`src/rtl/inst_loader.sv`:
```
// Boot-time program loader: parses a framed big-endian byte stream, writes 32-bit
// instruction words into instruction memory and releases the core once the image checksum verifies.
module inst_loader #(
  parameter int          ADDR_WIDTH = 8,
  parameter logic [31:0] BASE_ADDR  = 32'h0000_0000
) (
  input  logic                  clock,
  input  logic                  reset,
  input  logic                  start,
  input  logic [7:0]            byte_in,
  input  logic                  byte_valid,
  output logic                  byte_ready,
  output logic                  mem_we,
  output logic [31:0]           mem_addr,
  output logic [31:0]           mem_wdata,
  output logic                  cpu_reset,
  output logic                  done,
  output logic                  error,
  output logic [ADDR_WIDTH:0]   words_loaded
);

  localparam logic [2:0] S_IDLE   = 3'd0;
  localparam logic [2:0] S_HDR_HI = 3'd1;
  localparam logic [2:0] S_HDR_LO = 3'd2;
  localparam logic [2:0] S_DATA   = 3'd3;
  localparam logic [2:0] S_WRITE  = 3'd4;
  localparam logic [2:0] S_CHECK  = 3'd5;
  localparam logic [2:0] S_DONE   = 3'd6;
  localparam logic [2:0] S_ERROR  = 3'd7;

  localparam logic [31:0] MAX_WORDS = 32'd1 << ADDR_WIDTH;

  logic [2:0]          r_state;
  logic [15:0]         r_len;
  logic [7:0]          r_acc;
  logic [1:0]          r_cnt;
  logic [23:0]         r_word;
  logic [ADDR_WIDTH:0] r_wl;
  logic                r_byte_ready;
  logic                r_mem_we;
  logic [31:0]         r_mem_addr;
  logic [31:0]         r_mem_wdata;
  logic                r_cpu_reset;
  logic                r_done;
  logic                r_error;

  logic [2:0]          w_state_next;
  logic [15:0]         w_len_next;
  logic [7:0]          w_acc_next;
  logic [1:0]          w_cnt_next;
  logic [23:0]         w_word_next;
  logic [ADDR_WIDTH:0] w_wl_next;
  logic                w_we_next;
  logic [31:0]         w_addr_next;
  logic [31:0]         w_wdata_next;

  logic                w_xfer;
  logic [15:0]         w_len_new;
  logic [ADDR_WIDTH:0] w_wl_inc;

  assign w_xfer    = byte_valid & r_byte_ready;
  assign w_len_new = {r_len[15:8], byte_in};
  assign w_wl_inc  = r_wl + {{ADDR_WIDTH{1'b0}}, 1'b1};

  always_comb begin
    w_state_next = r_state;
    w_len_next   = r_len;
    w_acc_next   = r_acc;
    w_cnt_next   = r_cnt;
    w_word_next  = r_word;
    w_wl_next    = r_wl;
    w_we_next    = 1'b0;
    w_addr_next  = r_mem_addr;
    w_wdata_next = r_mem_wdata;

    case (r_state)
      S_IDLE, S_DONE, S_ERROR: begin
        if (start) begin
          w_state_next = S_HDR_HI;
          w_acc_next   = 8'h00;
          w_wl_next    = '0;
          w_cnt_next   = 2'd0;
        end
      end

      S_HDR_HI: begin
        if (w_xfer) begin
          w_len_next   = {byte_in, r_len[7:0]};
          w_acc_next   = r_acc ^ byte_in;
          w_state_next = S_HDR_LO;
        end
      end

      S_HDR_LO: begin
        if (w_xfer) begin
          w_len_next = w_len_new;
          w_acc_next = r_acc ^ byte_in;
          if ({16'd0, w_len_new} > MAX_WORDS)
            w_state_next = S_ERROR;
          else if (w_len_new == 16'd0)
            w_state_next = S_CHECK;
          else
            w_state_next = S_DATA;
        end
      end

      S_DATA: begin
        if (w_xfer) begin
          w_word_next = {r_word[15:0], byte_in};
          w_acc_next  = r_acc ^ byte_in;
          w_cnt_next  = r_cnt + 2'd1;
          // Fourth byte completes the word: present it on the write port next cycle.
          if (r_cnt == 2'd3) begin
            w_state_next = S_WRITE;
            w_we_next    = 1'b1;
            w_wdata_next = {r_word, byte_in};
            w_addr_next  = BASE_ADDR + (32'(r_wl) << 2);
          end
        end
      end

      S_WRITE: begin
        w_wl_next = w_wl_inc;
        if (32'(w_wl_inc) == {16'd0, r_len})
          w_state_next = S_CHECK;
        else
          w_state_next = S_DATA;
      end

      S_CHECK: begin
        if (w_xfer)
          w_state_next = (byte_in == r_acc) ? S_DONE : S_ERROR;
      end

      default: w_state_next = S_IDLE;
    endcase
  end

  // Status outputs are derived from the next state so they change on the same edge as the FSM.
  always_ff @(posedge clock or posedge reset) begin
    if (reset) begin
      r_state      <= S_IDLE;
      r_len        <= 16'd0;
      r_acc        <= 8'h00;
      r_cnt        <= 2'd0;
      r_word       <= 24'd0;
      r_wl         <= '0;
      r_byte_ready <= 1'b0;
      r_mem_we     <= 1'b0;
      r_mem_addr   <= BASE_ADDR;
      r_mem_wdata  <= 32'd0;
      r_cpu_reset  <= 1'b1;
      r_done       <= 1'b0;
      r_error      <= 1'b0;
    end else begin
      r_state      <= w_state_next;
      r_len        <= w_len_next;
      r_acc        <= w_acc_next;
      r_cnt        <= w_cnt_next;
      r_word       <= w_word_next;
      r_wl         <= w_wl_next;
      r_byte_ready <= (w_state_next == S_HDR_HI) || (w_state_next == S_HDR_LO) ||
                      (w_state_next == S_DATA)   || (w_state_next == S_CHECK);
      r_mem_we     <= w_we_next;
      r_mem_addr   <= w_addr_next;
      r_mem_wdata  <= w_wdata_next;
      r_cpu_reset  <= (w_state_next != S_DONE);
      r_done       <= (w_state_next == S_DONE);
      r_error      <= (w_state_next == S_ERROR);
    end
  end

  assign byte_ready   = r_byte_ready;
  assign mem_we       = r_mem_we;
  assign mem_addr     = r_mem_addr;
  assign mem_wdata    = r_mem_wdata;
  assign cpu_reset    = r_cpu_reset;
  assign done         = r_done;
  assign error        = r_error;
  assign words_loaded = r_wl;

endmodule

```
`config.mk`:
```
export PLATFORM = sky130hd
export DESIGN_NAME = inst_loader
export DESIGN_NICKNAME = d
export VERILOG_FILES = /design/src/rtl/inst_loader.sv
export SDC_FILE = /design/constraint.sdc
export NUM_CORES = 1
export LEC_CHECK = 0
export ABC_CLOCK_PERIOD_IN_PS = 7500
export BUFFER_PORTS_ARGS = -buffer_cell sky130_fd_sc_hd__buf_2
export CORE_UTILIZATION = 40
export CTS_BUF_LIST = sky130_fd_sc_hd__clkbuf_16
export CTS_CLUSTER_SIZE = 30
export DETAILED_ROUTE_END_ITERATION = 12
export PLACE_DENSITY = 0.7
export SYNTH_ARGS = -nofsm -noshare
export SYNTH_HDL_FRONTEND = slang
export SYNTH_SLANG_ARGS = --single-unit
```
`constraint.sdc`:
```
create_clock -name clock -period 7.5 [get_ports clock]
set_input_delay 1.5 -clock clock [delete_from_list [all_inputs] [get_ports clock]]
set_output_delay 1.5 -clock clock [all_outputs]
set_load 0.005 [all_outputs]
```
# [Word level (Yosys, flattened, before mapping)]
# Index checks and enable logic that the tools add are counted.
[word_totals] register_bits=108 latchBits=0 mem_bits_rw=0 rom_bits=0 out_inout_bits=78 word_cells=83 memories=0
[op_classes] add_sub_neg=2 multipliers=0 div_mod_pow=0 n_lt_le_gt_ge=1 n_eq_ne=20 n_shift=0 muxes=25 n_bitwise=4 n_reduce_logical=17
[op_table] operator="one-hot mux 16 bit (2 select lines)" n=1
[op_table] operator="2-to-1 mux 3 bit" n=9
[op_table] operator="2-to-1 mux 8 bit" n=3
[op_table] operator="equality test 3 bit, second input constant" n=7
[op_table] operator="one-hot mux 3 bit (6 select lines)" n=1
[op_table] operator="one-hot mux 9 bit (2 select lines)" n=1
[op_table] operator="equality test 9 x 16 -> 1 bit" n=1
[op_table] operator="greater-than comparator 16 x 9 -> 1 bit, second input constant" n=1
[op_table] operator="zero test 16 bit" n=1
[op_table] operator="2-to-1 mux 16 bit" n=1
[op_table] operator="one-hot mux 8 bit (2 select lines)" n=1
[op_table] operator="AND reduction 3 bit" n=5
[op_table] operator="equality test 3 x 2 -> 1 bit, second input constant" n=4
[op_table] operator="adder 9 x 1 -> 9 bit, second input constant" n=1
[op_table] operator="2-to-1 mux 9 bit" n=1
[op_table] operator="equality test 8 bit" n=1
[op_table] operator="XOR 8 bit" n=1
[op_table] operator="equality test 3 x 1 -> 1 bit, second input constant" n=2
[op_table] operator="nonzero test 2 bit" n=3
[op_table] operator="OR reduction 3 bit" n=2
[op_table] operator="2-to-1 mux 1 bit" n=4
[op_table] operator="2-to-1 mux 2 bit" n=2
[op_table] operator="inequality test 2 bit, second input constant" n=2
[op_table] operator="one-hot mux 2 bit (2 select lines)" n=1
[op_table] operator="9 further kinds" n=13

# [Longest topological paths before layout]
[logic_depth] ltp_word=9 mapped_depth=8

# [Worst setup path after synthesis]
# No wires, ideal clock.
[synth_timing] path_kind="in2reg" start="in byte_in[5]" end="reg r_done (netlist: done)" setup_ns=0.119 t_arrival_ns=2.793 t_required_ns=7.381 path_slack_ns=4.588 cell_stages=7 cell_sequence="clkbuf_1 nor4_2 nand2_1 o41ai_1 o31ai_1 and2_1 and2_1"
[synth_between] elab_chain_cells=6
[synth_lines] element="from (decl)" line="10" text="input logic [7:0] byte_in,"
[synth_lines] element="branches (longest 4 deep; another with greater-than comparator 16 x 9 -> 1 bit)"
[synth_lines] element="one-hot mux 3 bit (6 select lines) *" line="76" text="case (r_state)"
[synth_lines] element="equality test 3 bit *" line="168" text="r_done <= (w_state_next == S_DONE);"
[synth_lines] element="to (signal assigned)" line="168"
[synth_lines] element="to (decl)" line="44" text="logic r_done;"
# Every way passes the cells marked *.
# A chain may end at the register's enable or synchronous reset.

# [Worst setup path after layout]
[layout_timing] start="in byte_in[0]" end="reg r_done (netlist: done)"
# Same word-level chain as after synthesis.

==> flow_summary.toml <==
[run_status]
run_status = "finished clean"

[clock_network]
post-cts-setup-buffers = 0
clk_root_buffer_cell = "sky130_fd_sc_hd__clkbuf_16"
cts_resized = 0
clock_tree.htree_level_count = 3
worstSkewPairLatency_ns = 0.35
clk_path_buf_depth = 2
clock_sinks = 108
clkTransAtPathRegs_ns = 0.07
hold_buffers = 0
cts_tree = "done"
cts_made_buffers = 9

[global_routing]
grt_max_degree = 59
grt_usage_pct = 16.42
first_global_vias = 3252
grt-ovfl-total = 0
grt_antenna_before_repair = 0
wire_length_of_the_first_global_routing_pass_um = 16600

[layout]
filler_cell_count = 1117
design.final.nets = 526
areaGrowthSynthToFinish_pct = 12.80
drive_gt1_share_pct = 30.75
finalCoreUtilization_pct = 46.79
final-instance-count-excl-fill = 685
diodes = 0

[timing]
finalSetupTns_ns = 0
finalHoldViolations = 0
final.setup_skew_ns = 0.006988
fin_ws_ns = 4.623
rsz_0062_raised_after_global_routing = "false"
setup_viol = 0
period_needed_ns = 2.877
finalCritPeriodShare_pct = 38.35
timing.hold.ws_ns = 0.4700
max_freq_mhz = 347.6
maxSlewViolCount = 0
worst_pin_slew_ns = 0.7358
slew-limit-headroom_pct = 50.95

[routing]
drt.antenna.violating_nets = 0
wl_um = 10280
drcViolationCount = 0
detailroute.via_count = 3509
vias_cell = 5.123
dr.first_iter.drc_count = 178
drt_pass1_iterations = 5
post_drt_wl_per_cell_um = 15.01

[synthesis]
netlist_top_cells_area = "sky130_fd_sc_hd__dfrtp_1, sky130_fd_sc_hd__mux2_2, sky130_fd_sc_hd__nand2_1"
syn-instance-count = 459
synth_top_flop_cell = "sky130_fd_sc_hd__dfrtp_1"
yosys_warnings = 0
synthMostInstantiatedCell = "sky130_fd_sc_hd__dfrtp_1"
mappedNetlistArea_sq_mm = 0.005045
synth_enable_flop_cells = 0
syn_area_per_cell_sq_um = 10.99
synthDominantCellAreaShare_pct = 53.08
postSynthRegisterBits = 108
synthTopCellsByCount = "sky130_fd_sc_hd__dfrtp_1, sky130_fd_sc_hd__nand2_1, sky130_fd_sc_hd__mux2_2"
synth_seq_area_share_pct = 53.60
yosys.cell_types.count = 55
post-synth-top-area-cell = "sky130_fd_sc_hd__dfrtp_1"
asyncSetResetFlopFracSynth_pct = 100.0

[placement]
routabilityCongestion = 0.8386
pre_cts_ws_ns = 4.296
placed_instances = 669
placement.io_buffers = 66
dp_hpwl_um = 6988

[worst_setup_path]
worst-setup-path-type = "in -> reg"
critPathLaunchType = "input port"
cp.arrival_ns = 3.12
timing.critical_path.required_ns = 7.74
crit_path_end_kind = "register"
critPathMaxFanout = 8

[floorplanning]
initial_core_utilization_pct = 41.48
die_w_um = 114.3
num_rows = 40
core_sq_mm = 0.01216
top_level_ports = 90
chipHeight_um = 114.3
die-area_sq_mm = 0.01307

[power_and_ir_drop]
worst_ir_drop_vdd_mv = 0.1411
power.leakage_nw = 2.800
power-per-cell-area_mw_per_mm2 = 371.8

[flow_run]
max-cap-violations = 0

[worst_hold_path]
hold_class = "reg -> reg"
layout make-up:
class                   instances  area [sq um]  area share, %
clock buffers                   9         225.2          3.958
clock inverters                 7         66.31          1.165
inverters                      10         40.04         0.7036
multi-input cells             314          2092          36.76
flip-flops and latches        108          2704          47.52
well taps                     168         210.2          3.694
repair buffers                 69         352.8          6.201
cells by family (layout without fill, tap and decap cells):
logic type | after synthesis | count (layout) | share of synthesized area (%)
flip-flops | 108 | 108 | 53.60
multiplexers | 64 | 64 | 14.29
adder cells (fa/ha/maj) | 3 | 3 | 0.6944
AO/OA/AOI/OAI | 73 | 73 | 9.772
AND/OR/NAND/NOR | 138 | 138 | 12.70
buffers and inverters | 59 | 95 | 6.622
XOR/XNOR | 13 | 13 | 2.257
other | 1 | 23 | 0.07433
per-stage QoR:
stage / cell area (sq um) / total power [mW]
floorplan: 5127 / 1.447
global placement: 5399 / 1.626
detailed placement: 5399 / 1.660
CTS: 5690 / 2.136
global route: 5690 / 2.255
finish: 5690 / 2.116
worst paths after layout:
kind	endpoint	cells past startpoint	start	slack [ns]
max	done	7	byte_in[0]	4.62
max reg2reg	mem_wdata[8]	6	r_state[2]	5.19
min in group asynchronous	mem_wdata[30]	2	reset	1.23
max in group asynchronous	mem_addr[10]	3	reset	5.07
min reg2reg	mem_addr[8]	2	mem_addr[8]	0.47
min	mem_addr[8]	2	mem_addr[8]	0.47
state kept, by name (all words and copies together), names as in the netlist:
| name | count |
|---|---|
| mem_wdata | 32 |
| r_word | 24 |
| r_len | 16 |
| mem_addr | 9 |
| words_loaded | 9 |
| r_acc | 8 |
| r_state | 3 |
| r_cnt | 2 |
| byte_ready | 1 |
| cpu_reset | 1 |
| done | 1 |
| error | 1 |
| mem_we | 1 |
placed cells by master (no fill, tap or decap), types with 3 or more instances in the layout:
cell                        instances
sky130_fd_sc_hd__nor2_1            20
sky130_fd_sc_hd__a21o_1             3
sky130_fd_sc_hd__a21oi_1           10
sky130_fd_sc_hd__clkbuf_16          9
sky130_fd_sc_hd__dfrtp_1          107
sky130_fd_sc_hd__nand2b_1           5
sky130_fd_sc_hd__buf_4              3
sky130_fd_sc_hd__and3_1             3
sky130_fd_sc_hd__xor2_1             7
sky130_fd_sc_hd__o41ai_1            3
sky130_fd_sc_hd__nor3_1             5
sky130_fd_sc_hd__conb_1            23
sky130_fd_sc_hd__and2_1             3
sky130_fd_sc_hd__a31oi_1            4
sky130_fd_sc_hd__buf_2             66
sky130_fd_sc_hd__xnor2_1            6
sky130_fd_sc_hd__a22o_1             6
sky130_fd_sc_hd__nor4_1             3
sky130_fd_sc_hd__a32o_1             3
sky130_fd_sc_hd__o21ai_0           24
sky130_fd_sc_hd__nor2b_1            7
sky130_fd_sc_hd__o22ai_1            3
sky130_fd_sc_hd__nand2_1           70
sky130_fd_sc_hd__nand3_1            9
sky130_fd_sc_hd__inv_1              9
sky130_fd_sc_hd__mux2_2            64
worst max-delay path: stages:
cell	delay, ns
sky130_fd_sc_hd__buf_2	0.15
sky130_fd_sc_hd__nor4_1	0.45
sky130_fd_sc_hd__nand2_1	0.11
sky130_fd_sc_hd__o41ai_1	0.28
sky130_fd_sc_hd__o31ai_1	0.21
sky130_fd_sc_hd__and2_1	0.24
sky130_fd_sc_hd__and2_1	0.16
routing by layer:
layer,vias up,wire [um],global-route usage [%]
met3,10,507,4.447
met2,98,4897,24.53
met1,1750,4740,22.98
met5,-,0,0
met4,0,134,5.887
li1,1651,-,-
power breakdown:
part	switching [mW]	internal, mW
clock network	0.212	0.257
registers	0.178	0.817
logic	0.303	0.348
No activity file was read; power rests on OpenSTA's default activity.
